--- src/rtl/fsab_dma_reader_if.sv ---
// fsab_dma_reader_if: control, FSAB request/return and output stream signals of the DMA reader.
// FSAB field widths default to the standard bus layout unless already defined.
`ifndef FSAB_ADDR_HI
`define FSAB_ADDR_HI 30
`endif
`ifndef FSAB_DATA_HI
`define FSAB_DATA_HI 63
`endif
`ifndef FSAB_MASK_HI
`define FSAB_MASK_HI 7
`endif
`ifndef FSAB_DID_HI
`define FSAB_DID_HI 3
`endif
`ifndef FSAB_LEN_HI
`define FSAB_LEN_HI 3
`endif
`ifndef FSAB_REQ_HI
`define FSAB_REQ_HI 0
`endif
`ifndef FSAB_READ
`define FSAB_READ 0
`endif

interface fsab_dma_reader_if;
  logic                   ctl_start;
  logic [`FSAB_ADDR_HI:0] ctl_base;
  logic [15:0]            ctl_nbursts;
  logic                   ctl_stop;
  logic                   ctl_busy;

  logic                   dma__fsabo_valid;
  logic [`FSAB_REQ_HI:0]  dma__fsabo_mode;
  logic [`FSAB_DID_HI:0]  dma__fsabo_did;
  logic [`FSAB_DID_HI:0]  dma__fsabo_subdid;
  logic [`FSAB_ADDR_HI:0] dma__fsabo_addr;
  logic [`FSAB_LEN_HI:0]  dma__fsabo_len;
  logic [`FSAB_DATA_HI:0] dma__fsabo_data;
  logic [`FSAB_MASK_HI:0] dma__fsabo_mask;
  logic                   dma__fsabo_credit;

  logic                   fsabi_valid;
  logic [`FSAB_DID_HI:0]  fsabi_did;
  logic [`FSAB_DID_HI:0]  fsabi_subdid;
  logic [`FSAB_DATA_HI:0] fsabi_data;

  logic                   strm_valid;
  logic [`FSAB_DATA_HI:0] strm_data;
  logic                   strm_ready;

  modport master (
    input  ctl_start, ctl_base, ctl_nbursts, ctl_stop,
    output ctl_busy,
    output dma__fsabo_valid, dma__fsabo_mode, dma__fsabo_did, dma__fsabo_subdid,
    output dma__fsabo_addr, dma__fsabo_len, dma__fsabo_data, dma__fsabo_mask,
    input  dma__fsabo_credit,
    input  fsabi_valid, fsabi_did, fsabi_subdid, fsabi_data,
    output strm_valid, strm_data,
    input  strm_ready
  );

  modport slave (
    output ctl_start, ctl_base, ctl_nbursts, ctl_stop,
    input  ctl_busy,
    input  dma__fsabo_valid, dma__fsabo_mode, dma__fsabo_did, dma__fsabo_subdid,
    input  dma__fsabo_addr, dma__fsabo_len, dma__fsabo_data, dma__fsabo_mask,
    output dma__fsabo_credit,
    output fsabi_valid, fsabi_did, fsabi_subdid, fsabi_data,
    input  strm_valid, strm_data,
    output strm_ready
  );
endinterface

--- src/rtl/fsab_dma_reader.sv ---
// fsab_dma_reader: read-only FSAB master fetching a linear DRAM region in bursts as a word stream.
// Define FSAB_DMA_LOOP_EN to restart from the latched base after each pass until ctl_stop.
`ifndef FSAB_ADDR_HI
`define FSAB_ADDR_HI 30
`endif
`ifndef FSAB_DATA_HI
`define FSAB_DATA_HI 63
`endif
`ifndef FSAB_MASK_HI
`define FSAB_MASK_HI 7
`endif
`ifndef FSAB_DID_HI
`define FSAB_DID_HI 3
`endif
`ifndef FSAB_LEN_HI
`define FSAB_LEN_HI 3
`endif
`ifndef FSAB_REQ_HI
`define FSAB_REQ_HI 0
`endif
`ifndef FSAB_READ
`define FSAB_READ 0
`endif

module fsab_dma_reader #(
  parameter int unsigned DMA_DID      = 3,
  parameter int unsigned BURST_LEN    = 8,
  parameter int unsigned FIFO_DEPTH   = 32,
  parameter int unsigned FSAB_CREDITS = 4
) (
  input logic               clk,
  input logic               rst,
  fsab_dma_reader_if.master bus
);

  localparam int unsigned ADDR_W = `FSAB_ADDR_HI + 1;
  localparam int unsigned DATA_W = `FSAB_DATA_HI + 1;
  localparam int unsigned DID_W  = `FSAB_DID_HI + 1;
  localparam int unsigned LEN_W  = `FSAB_LEN_HI + 1;
  localparam int unsigned REQ_W  = `FSAB_REQ_HI + 1;
  localparam int unsigned MASK_W = `FSAB_MASK_HI + 1;
  localparam int unsigned PTR_W  = $clog2(FIFO_DEPTH);
  localparam int unsigned CNT_W  = $clog2(FIFO_DEPTH) + 2;
  localparam int unsigned CRD_W  = $clog2(FSAB_CREDITS + 1);
  localparam int unsigned STRIDE = BURST_LEN * DATA_W / 8;

  typedef enum logic [1:0] {S_IDLE, S_ISSUE, S_DRAIN} state_t;

  state_t             state;
  logic [ADDR_W-1:0]  cur_addr;
  logic [15:0]        bursts_left;
  logic [15:0]        burst_idx;
  logic [CRD_W-1:0]   credits;
  logic [CNT_W-1:0]   outstanding;
  logic [CNT_W-1:0]   fifo_count;
  logic [PTR_W-1:0]   wr_ptr;
  logic [PTR_W-1:0]   rd_ptr;
  logic [DATA_W-1:0]  mem [FIFO_DEPTH];
`ifdef FSAB_DMA_LOOP_EN
  logic [ADDR_W-1:0]  base_q;
  logic [15:0]        nbursts_q;
`endif

  logic room_c, fire_c, last_c, beat_c, pop_c, start_c, unused_c;

  // Space is reserved for whole bursts at issue time, so returns can never overflow the FIFO.
  assign room_c  = (fifo_count + outstanding + CNT_W'(BURST_LEN)) <= CNT_W'(FIFO_DEPTH);
  assign fire_c  = (state == S_ISSUE) && (credits != '0) && (bursts_left != '0) && room_c && !bus.ctl_stop;
  assign last_c  = fire_c && (bursts_left == 16'd1);
  assign beat_c  = bus.fsabi_valid && (bus.fsabi_did == DID_W'(DMA_DID)) && (state != S_IDLE);
  assign pop_c   = (fifo_count != '0) && (!bus.strm_valid || bus.strm_ready);
  assign start_c = (state == S_IDLE) && bus.ctl_start && !bus.ctl_busy && (bus.ctl_nbursts != 16'd0);
  assign unused_c = ^bus.fsabi_subdid;

  assign bus.dma__fsabo_mode = REQ_W'(`FSAB_READ);
  assign bus.dma__fsabo_did  = DID_W'(DMA_DID);
  assign bus.dma__fsabo_len  = LEN_W'(BURST_LEN);
  assign bus.dma__fsabo_data = '0;
  assign bus.dma__fsabo_mask = MASK_W'(0);

  // Return buffer storage; no reset needed, validity is tracked by fifo_count.
  always_ff @(posedge clk) begin
    if (beat_c) mem[wr_ptr] <= bus.fsabi_data;
  end

  always_ff @(posedge clk or posedge rst) begin
    if (rst) begin
      state                 <= S_IDLE;
      cur_addr              <= '0;
      bursts_left           <= '0;
      burst_idx             <= '0;
      credits               <= CRD_W'(FSAB_CREDITS);
      outstanding           <= '0;
      fifo_count            <= '0;
      wr_ptr                <= '0;
      rd_ptr                <= '0;
      bus.ctl_busy          <= 1'b0;
      bus.dma__fsabo_valid  <= 1'b0;
      bus.dma__fsabo_subdid <= '0;
      bus.dma__fsabo_addr   <= '0;
      bus.strm_valid        <= 1'b0;
      bus.strm_data         <= '0;
`ifdef FSAB_DMA_LOOP_EN
      base_q                <= '0;
      nbursts_q             <= '0;
`endif
    end else begin
      bus.dma__fsabo_valid <= fire_c;
      bus.ctl_busy         <= start_c || (state != S_IDLE);

      if (fire_c) begin
        bus.dma__fsabo_addr   <= cur_addr;
        bus.dma__fsabo_subdid <= burst_idx[DID_W-1:0];
        cur_addr              <= cur_addr + ADDR_W'(STRIDE);
        bursts_left           <= bursts_left - 16'd1;
        burst_idx             <= burst_idx + 16'd1;
      end

      // A credit return coinciding with a request leaves the count unchanged.
      case ({fire_c, bus.dma__fsabo_credit})
        2'b10:   credits <= credits - CRD_W'(1);
        2'b01:   if (credits != CRD_W'(FSAB_CREDITS)) credits <= credits + CRD_W'(1);
        default: ;
      endcase

      outstanding <= outstanding + (fire_c ? CNT_W'(BURST_LEN) : CNT_W'(0))
                                 - (beat_c ? CNT_W'(1) : CNT_W'(0));
      fifo_count  <= fifo_count + CNT_W'(beat_c) - CNT_W'(pop_c);
      if (beat_c) wr_ptr <= wr_ptr + PTR_W'(1);

      // Registered output stage: refill whenever empty or being consumed.
      if (pop_c) begin
        bus.strm_data  <= mem[rd_ptr];
        bus.strm_valid <= 1'b1;
        rd_ptr         <= rd_ptr + PTR_W'(1);
      end else if (bus.strm_ready) begin
        bus.strm_valid <= 1'b0;
      end

      case (state)
        S_IDLE: begin
          if (start_c) begin
            cur_addr    <= bus.ctl_base;
            bursts_left <= bus.ctl_nbursts;
            burst_idx   <= '0;
`ifdef FSAB_DMA_LOOP_EN
            base_q      <= bus.ctl_base;
            nbursts_q   <= bus.ctl_nbursts;
`endif
            state       <= S_ISSUE;
          end
        end
        S_ISSUE: begin
          if (bus.ctl_stop) begin
            state <= S_DRAIN;
          end else if (last_c) begin
`ifdef FSAB_DMA_LOOP_EN
            cur_addr    <= base_q;
            bursts_left <= nbursts_q;
`else
            state       <= S_DRAIN;
`endif
          end else if (bursts_left == 16'd0) begin
            state <= S_DRAIN;
          end
        end
        S_DRAIN: begin
          if ((outstanding == '0) && (fifo_count == '0) && !bus.strm_valid) state <= S_IDLE;
        end
        default: state <= S_IDLE;
      endcase
    end
  end

endmodule

--- src/flat_wrapper.sv ---
// flat-port wrapper written by rule: the top's interface ports become plain ports
module fsab_dma_reader_flat 
#(
  parameter int unsigned DMA_DID      = 3,
  parameter int unsigned BURST_LEN    = 8,
  parameter int unsigned FIFO_DEPTH   = 32,
  parameter int unsigned FSAB_CREDITS = 4
)
  (clk, rst, bus_ctl_start, bus_ctl_base, bus_ctl_nbursts, bus_ctl_stop, bus_ctl_busy, bus_dma__fsabo_valid, bus_dma__fsabo_mode, bus_dma__fsabo_did, bus_dma__fsabo_subdid, bus_dma__fsabo_addr, bus_dma__fsabo_len, bus_dma__fsabo_data, bus_dma__fsabo_mask, bus_dma__fsabo_credit, bus_fsabi_valid, bus_fsabi_did, bus_fsabi_subdid, bus_fsabi_data, bus_strm_valid, bus_strm_data, bus_strm_ready);
  fsab_dma_reader_if bus_i ();
  input logic clk;
  input logic rst;
  input wire logic [$bits(bus_i.ctl_start)-1:0] bus_ctl_start;
  input wire logic [$bits(bus_i.ctl_base)-1:0] bus_ctl_base;
  input wire logic [$bits(bus_i.ctl_nbursts)-1:0] bus_ctl_nbursts;
  input wire logic [$bits(bus_i.ctl_stop)-1:0] bus_ctl_stop;
  output wire logic [$bits(bus_i.ctl_busy)-1:0] bus_ctl_busy;
  output wire logic [$bits(bus_i.dma__fsabo_valid)-1:0] bus_dma__fsabo_valid;
  output wire logic [$bits(bus_i.dma__fsabo_mode)-1:0] bus_dma__fsabo_mode;
  output wire logic [$bits(bus_i.dma__fsabo_did)-1:0] bus_dma__fsabo_did;
  output wire logic [$bits(bus_i.dma__fsabo_subdid)-1:0] bus_dma__fsabo_subdid;
  output wire logic [$bits(bus_i.dma__fsabo_addr)-1:0] bus_dma__fsabo_addr;
  output wire logic [$bits(bus_i.dma__fsabo_len)-1:0] bus_dma__fsabo_len;
  output wire logic [$bits(bus_i.dma__fsabo_data)-1:0] bus_dma__fsabo_data;
  output wire logic [$bits(bus_i.dma__fsabo_mask)-1:0] bus_dma__fsabo_mask;
  input wire logic [$bits(bus_i.dma__fsabo_credit)-1:0] bus_dma__fsabo_credit;
  input wire logic [$bits(bus_i.fsabi_valid)-1:0] bus_fsabi_valid;
  input wire logic [$bits(bus_i.fsabi_did)-1:0] bus_fsabi_did;
  input wire logic [$bits(bus_i.fsabi_subdid)-1:0] bus_fsabi_subdid;
  input wire logic [$bits(bus_i.fsabi_data)-1:0] bus_fsabi_data;
  output wire logic [$bits(bus_i.strm_valid)-1:0] bus_strm_valid;
  output wire logic [$bits(bus_i.strm_data)-1:0] bus_strm_data;
  input wire logic [$bits(bus_i.strm_ready)-1:0] bus_strm_ready;
  assign bus_i.ctl_start = bus_ctl_start;
  assign bus_i.ctl_base = bus_ctl_base;
  assign bus_i.ctl_nbursts = bus_ctl_nbursts;
  assign bus_i.ctl_stop = bus_ctl_stop;
  assign bus_ctl_busy = bus_i.ctl_busy;
  assign bus_dma__fsabo_valid = bus_i.dma__fsabo_valid;
  assign bus_dma__fsabo_mode = bus_i.dma__fsabo_mode;
  assign bus_dma__fsabo_did = bus_i.dma__fsabo_did;
  assign bus_dma__fsabo_subdid = bus_i.dma__fsabo_subdid;
  assign bus_dma__fsabo_addr = bus_i.dma__fsabo_addr;
  assign bus_dma__fsabo_len = bus_i.dma__fsabo_len;
  assign bus_dma__fsabo_data = bus_i.dma__fsabo_data;
  assign bus_dma__fsabo_mask = bus_i.dma__fsabo_mask;
  assign bus_i.dma__fsabo_credit = bus_dma__fsabo_credit;
  assign bus_i.fsabi_valid = bus_fsabi_valid;
  assign bus_i.fsabi_did = bus_fsabi_did;
  assign bus_i.fsabi_subdid = bus_fsabi_subdid;
  assign bus_i.fsabi_data = bus_fsabi_data;
  assign bus_strm_valid = bus_i.strm_valid;
  assign bus_strm_data = bus_i.strm_data;
  assign bus_i.strm_ready = bus_strm_ready;
  fsab_dma_reader #(.DMA_DID(DMA_DID), .BURST_LEN(BURST_LEN), .FIFO_DEPTH(FIFO_DEPTH), .FSAB_CREDITS(FSAB_CREDITS)) u_core (.clk(clk), .rst(rst), .bus(bus_i));
endmodule
--- config.mk ---
export PLATFORM = sky130hd
export DESIGN_NAME = fsab_dma_reader_flat
export DESIGN_NICKNAME = d
export VERILOG_FILES = /design/src/rtl/fsab_dma_reader_if.sv /design/src/rtl/fsab_dma_reader.sv /design/src/flat_wrapper.sv
export SDC_FILE = /design/constraint.sdc
export NUM_CORES = 2
export LEC_CHECK = 0
export CAP_MARGIN = 40
export CORE_MARGIN = 10
export CORE_UTILIZATION = 30
export CTS_BUF_LIST = sky130_fd_sc_hd__clkbuf_16
export DETAILED_ROUTE_END_ITERATION = 8
export PLACE_DENSITY = 0.44
export SLEW_MARGIN = 20
export SYNTH_ARGS = -nofsm -noshare
export SYNTH_HDL_FRONTEND = slang
export SYNTH_SLANG_ARGS = --single-unit
--- constraint.sdc ---
create_clock -name clk -period 6.49 [get_ports clk]
set_clock_uncertainty 0.1 [all_clocks]
set_input_delay 0.9735 -clock clk [delete_from_list [all_inputs] [get_ports clk]]
set_output_delay 0.9735 -clock clk [all_outputs]
set_load 0.02 [all_outputs]
==> flow_summary.toml <==
[critical_path]
cp-end-kind = "flop"
crit_required_ns = 7.18
worst_setup_path_start_kind = "flop"
critical-path-top-delay-family = "adder cells"
r2r-end = "u_core.credits[2]$_DFFE_PP1P_"
r2r_slack_ns = 2.44
reg2reg_depth = 17
critPathArrivalTime_ns = 4.74
crit_type = "flop to flop"
cp-startpoint = "u_core.fifo_count[1]$_DFF_PP0_"
critPathSlowestCell = "dfrtp_1"
path_max_fanout = 66
worstPathCellList = "ha_1 -> ha_1 -> inv_1 -> fa_1 -> nand2b_1 -> a21oi_1 -> xnor2_1 -> o221a_4 -> inv_4 -> buf_4 -> buf_16 -> nand2_1 -> fa_1 -> nor2_1 -> mux2i_1 -> nor2_1 -> a221oi_2"
crit_buf_inv = 4
reg2reg_from = "u_core.fifo_count[1]$_DFF_PP0_"
path_depth = 17
slowest_delay_ns = 0.46

[timing]
slew_headroom_pct = 44.2
worstMarginPinSlew_ns = 0.813
holdWs_ns = 0.373
max_freq_ghz = 0.247
hold_viol = 0
tns_ns = 0
setup_viol = 0
fin_crit_ns = 4.05
slew_viol_final = 0
rsz0062_at_grt = "no"
period_share_pct = 62.4

[drt]
drc = 0
wl_um = 232000
routed-via-count = 41700
drtIter0Drc = 3320
final_antenna_net_count = 0
routedWlPerCell_um = 26.9
vias_per_cell = 4.83
dr.pass1.iters = 6

[power]
peakVddDrop_uv = 286
cellPowerDensity_nw_per_um2 = 389
p_leak_nw = 33.5

[die]
num_rows = 197
io_pins = 309
chipHeight_um = 559
start_util_pct = 30.2
die-area_um2 = 312000
core-area_um2 = 289000
die_w_um = 559

[clocking]
clk_pin_slew_ns = 0.06
cts_buffers = 242
cts.htree.levels = 4
worstSkewPairLatency_ns = 0.90
postCtsHoldBufs = 0
cts_resized = 0
root_buffer = "clkbuf_16"
cts_tree = "built"
cts_buffer_depth = 4
post_cts_buffers = 0
clkSinkCount = 2230

[grt]
antenna_found_initial = 26
track_usage_pct = 14.4
grt_max_degree = 93
overflow = 0
grt_pass1_vias = 44200
grt_pass1_wl_um = 334000

[place]
routabilityCongestion = 0.704
io_buffers = 223
dp_hpwl_um = 128000
place_inst = 8181

[worst_hold_path]
hold_path_end = "u_core.bus.dma__fsabo_addr[1]$_DFFE_PP0N_"
min_from = "u_core.cur_addr[1]$_DFFE_PP0P_"
whs_path_depth = 2
hp-class = "flop to flop"

[layout]
regArea_um2 = 66100
nets = 4715
layout_common_cells = "edfxtp_1 (2,048), mux4_2 (588), clkbuf_16 (244), nand2_1 (229), clkdlybuf4s50_1 (221)"
multi_input_area_um2 = 19800
final_common_cell = "edfxtp_1"
instances_no_fill = 8637
nFillCells = 26800
area_growth_pct = 18.4
drive_gt1_share_pct = 24.7

[job]
maxCapViolCount = 0

[yosys]
seq_area_frac_synth_pct = 75.8
synth_edf_count = 2048
postSynthAreaPerCell_um2 = 21.2
netlist_instances = 4106
synthArstFlopShare_pct = 8.16
yosysUniqueCellTypes = 72
synth_flop_cell = "edfxtp_1"
ys_ff_latch = 2230
syn_area_um2 = 87200
yosysWarnings = 0

[outcome]
status = "finished clean"
## flip-flops by register name, indices dropped and copies added, names as in the netlist, 2 cells and up
signal	cells
u_core.bus.dma__fsabo_addr	31
u_core.mem	2048
u_core.bus.dma__fsabo_subdid	4
u_core.cur_addr	31
u_core.bursts_left	16
u_core.fifo_count	7
u_core.state	2
u_core.bus.strm_data	64
u_core.wr_ptr	5
u_core.rd_ptr	5
u_core.credits	3
u_core.burst_idx	4
u_core.outstanding	7
## cell usage after synthesis (13+ instances only)
library cell	instances	area, um2
o21ai_0	88	440
nand3_1	21	105
a211oi_1	63	473
nor2_1	81	304
a21oi_1	56	280
nand2_1	229	860
edfxtp_1	2048	61500
clkbuf_1	99	372
dfrtp_1	181	4530
or4_1	17	128
buf_1	17	63.8
xnor2_1	18	158
mux4_2	588	13200
ha_1	37	463
o31ai_1	13	97.6
a31oi_1	30	188
nor2b_1	42	263
buf_2	81	405
mux2i_1	120	1200
buf_4	91	683
inv_1	39	146
## worst max-delay path by stage
stage	end	slack (ns)
2_1_floorplan	u_core.burst_idx[0]$_DFF_PP0_	0.47
3_3_place_gp	u_core.credits[2]$_DFFE_PP1P_	2.23
3_5_place_dp	u_core.fifo_count[6]$_DFF_PP0_	2.29
4_1_cts	u_core.credits[2]$_DFFE_PP1P_	2.40
5_1_grt	u_core.credits[2]$_DFFE_PP1P_	2.13
6_report	u_core.credits[2]$_DFFE_PP1P_	2.44
## per-layer routing
layer / up-vias / routed length, um / track usage (%)
li1: 17700 / - / -
met1: 22600 / 106000 / 20.3
met2: 1031 / 110000 / 23.4
met3: 330 / 10900 / 2.35
met4: 10 / 5610 / 3.66
met5: - / 57 / 0
## final cells by class
| type | instances | area share [%] |
|---|---|---|
| clock buffer | 244 | 5.92 |
| tap | 3880 | 4.71 |
| timing repair buffer | 420 | 4.72 |
| sequential | 2230 | 64.0 |
| antenna | 3 | 0.00728 |
| clock inverter | 206 | 1.24 |
| multi-input combinational | 1614 | 19.2 |
| inverter | 40 | 0.155 |
## report_power, final
group	switching, mW	leakage, nW	internal (mW)
sequential	0.472	20.7	16.0
clock	5.76	3.89	7.13
combinational	5.55	8.84	5.21
## metrics by stage
step                      util (%)  setup slack, ns  area (um2)  total power, mW
after detailed placement      33.2             2.29       95700             27.9
after CTS                     35.7             2.40      103000             41.0
final                         35.7             2.44      103000             40.2
after global placement        32.8             2.23       94500             27.9
after floorplan                  -            0.474       87400             24.2
after global routing          35.7             2.13      103000             42.1
## tightest hold or removal path, stage by stage, from the launching register on
cell and delay, ns:
dfrtp_1 0.34, nand2_1 0.05, nand2_1 0.05
## logic make-up (layout without fill, tap and decap cells)
| group | count (synthesis) | in the layout | share of synthesized area [%] |
|---|---|---|---|
| DFF | 2230 | 2230 | 75.8 |
| other | 2 | 84 | 0.00862 |
| AOI/OAI and AO/OA | 282 | 282 | 2.04 |
| buffers and inverters | 341 | 910 | 2.09 |
| adders and majority gates | 41 | 41 | 0.623 |
| xor gates and xnor gates | 25 | 25 | 0.251 |
| muxes | 708 | 708 | 16.6 |
| and+or+nand+nor | 477 | 477 | 2.62 |
No activity file was read; power rests on OpenSTA's default activity.
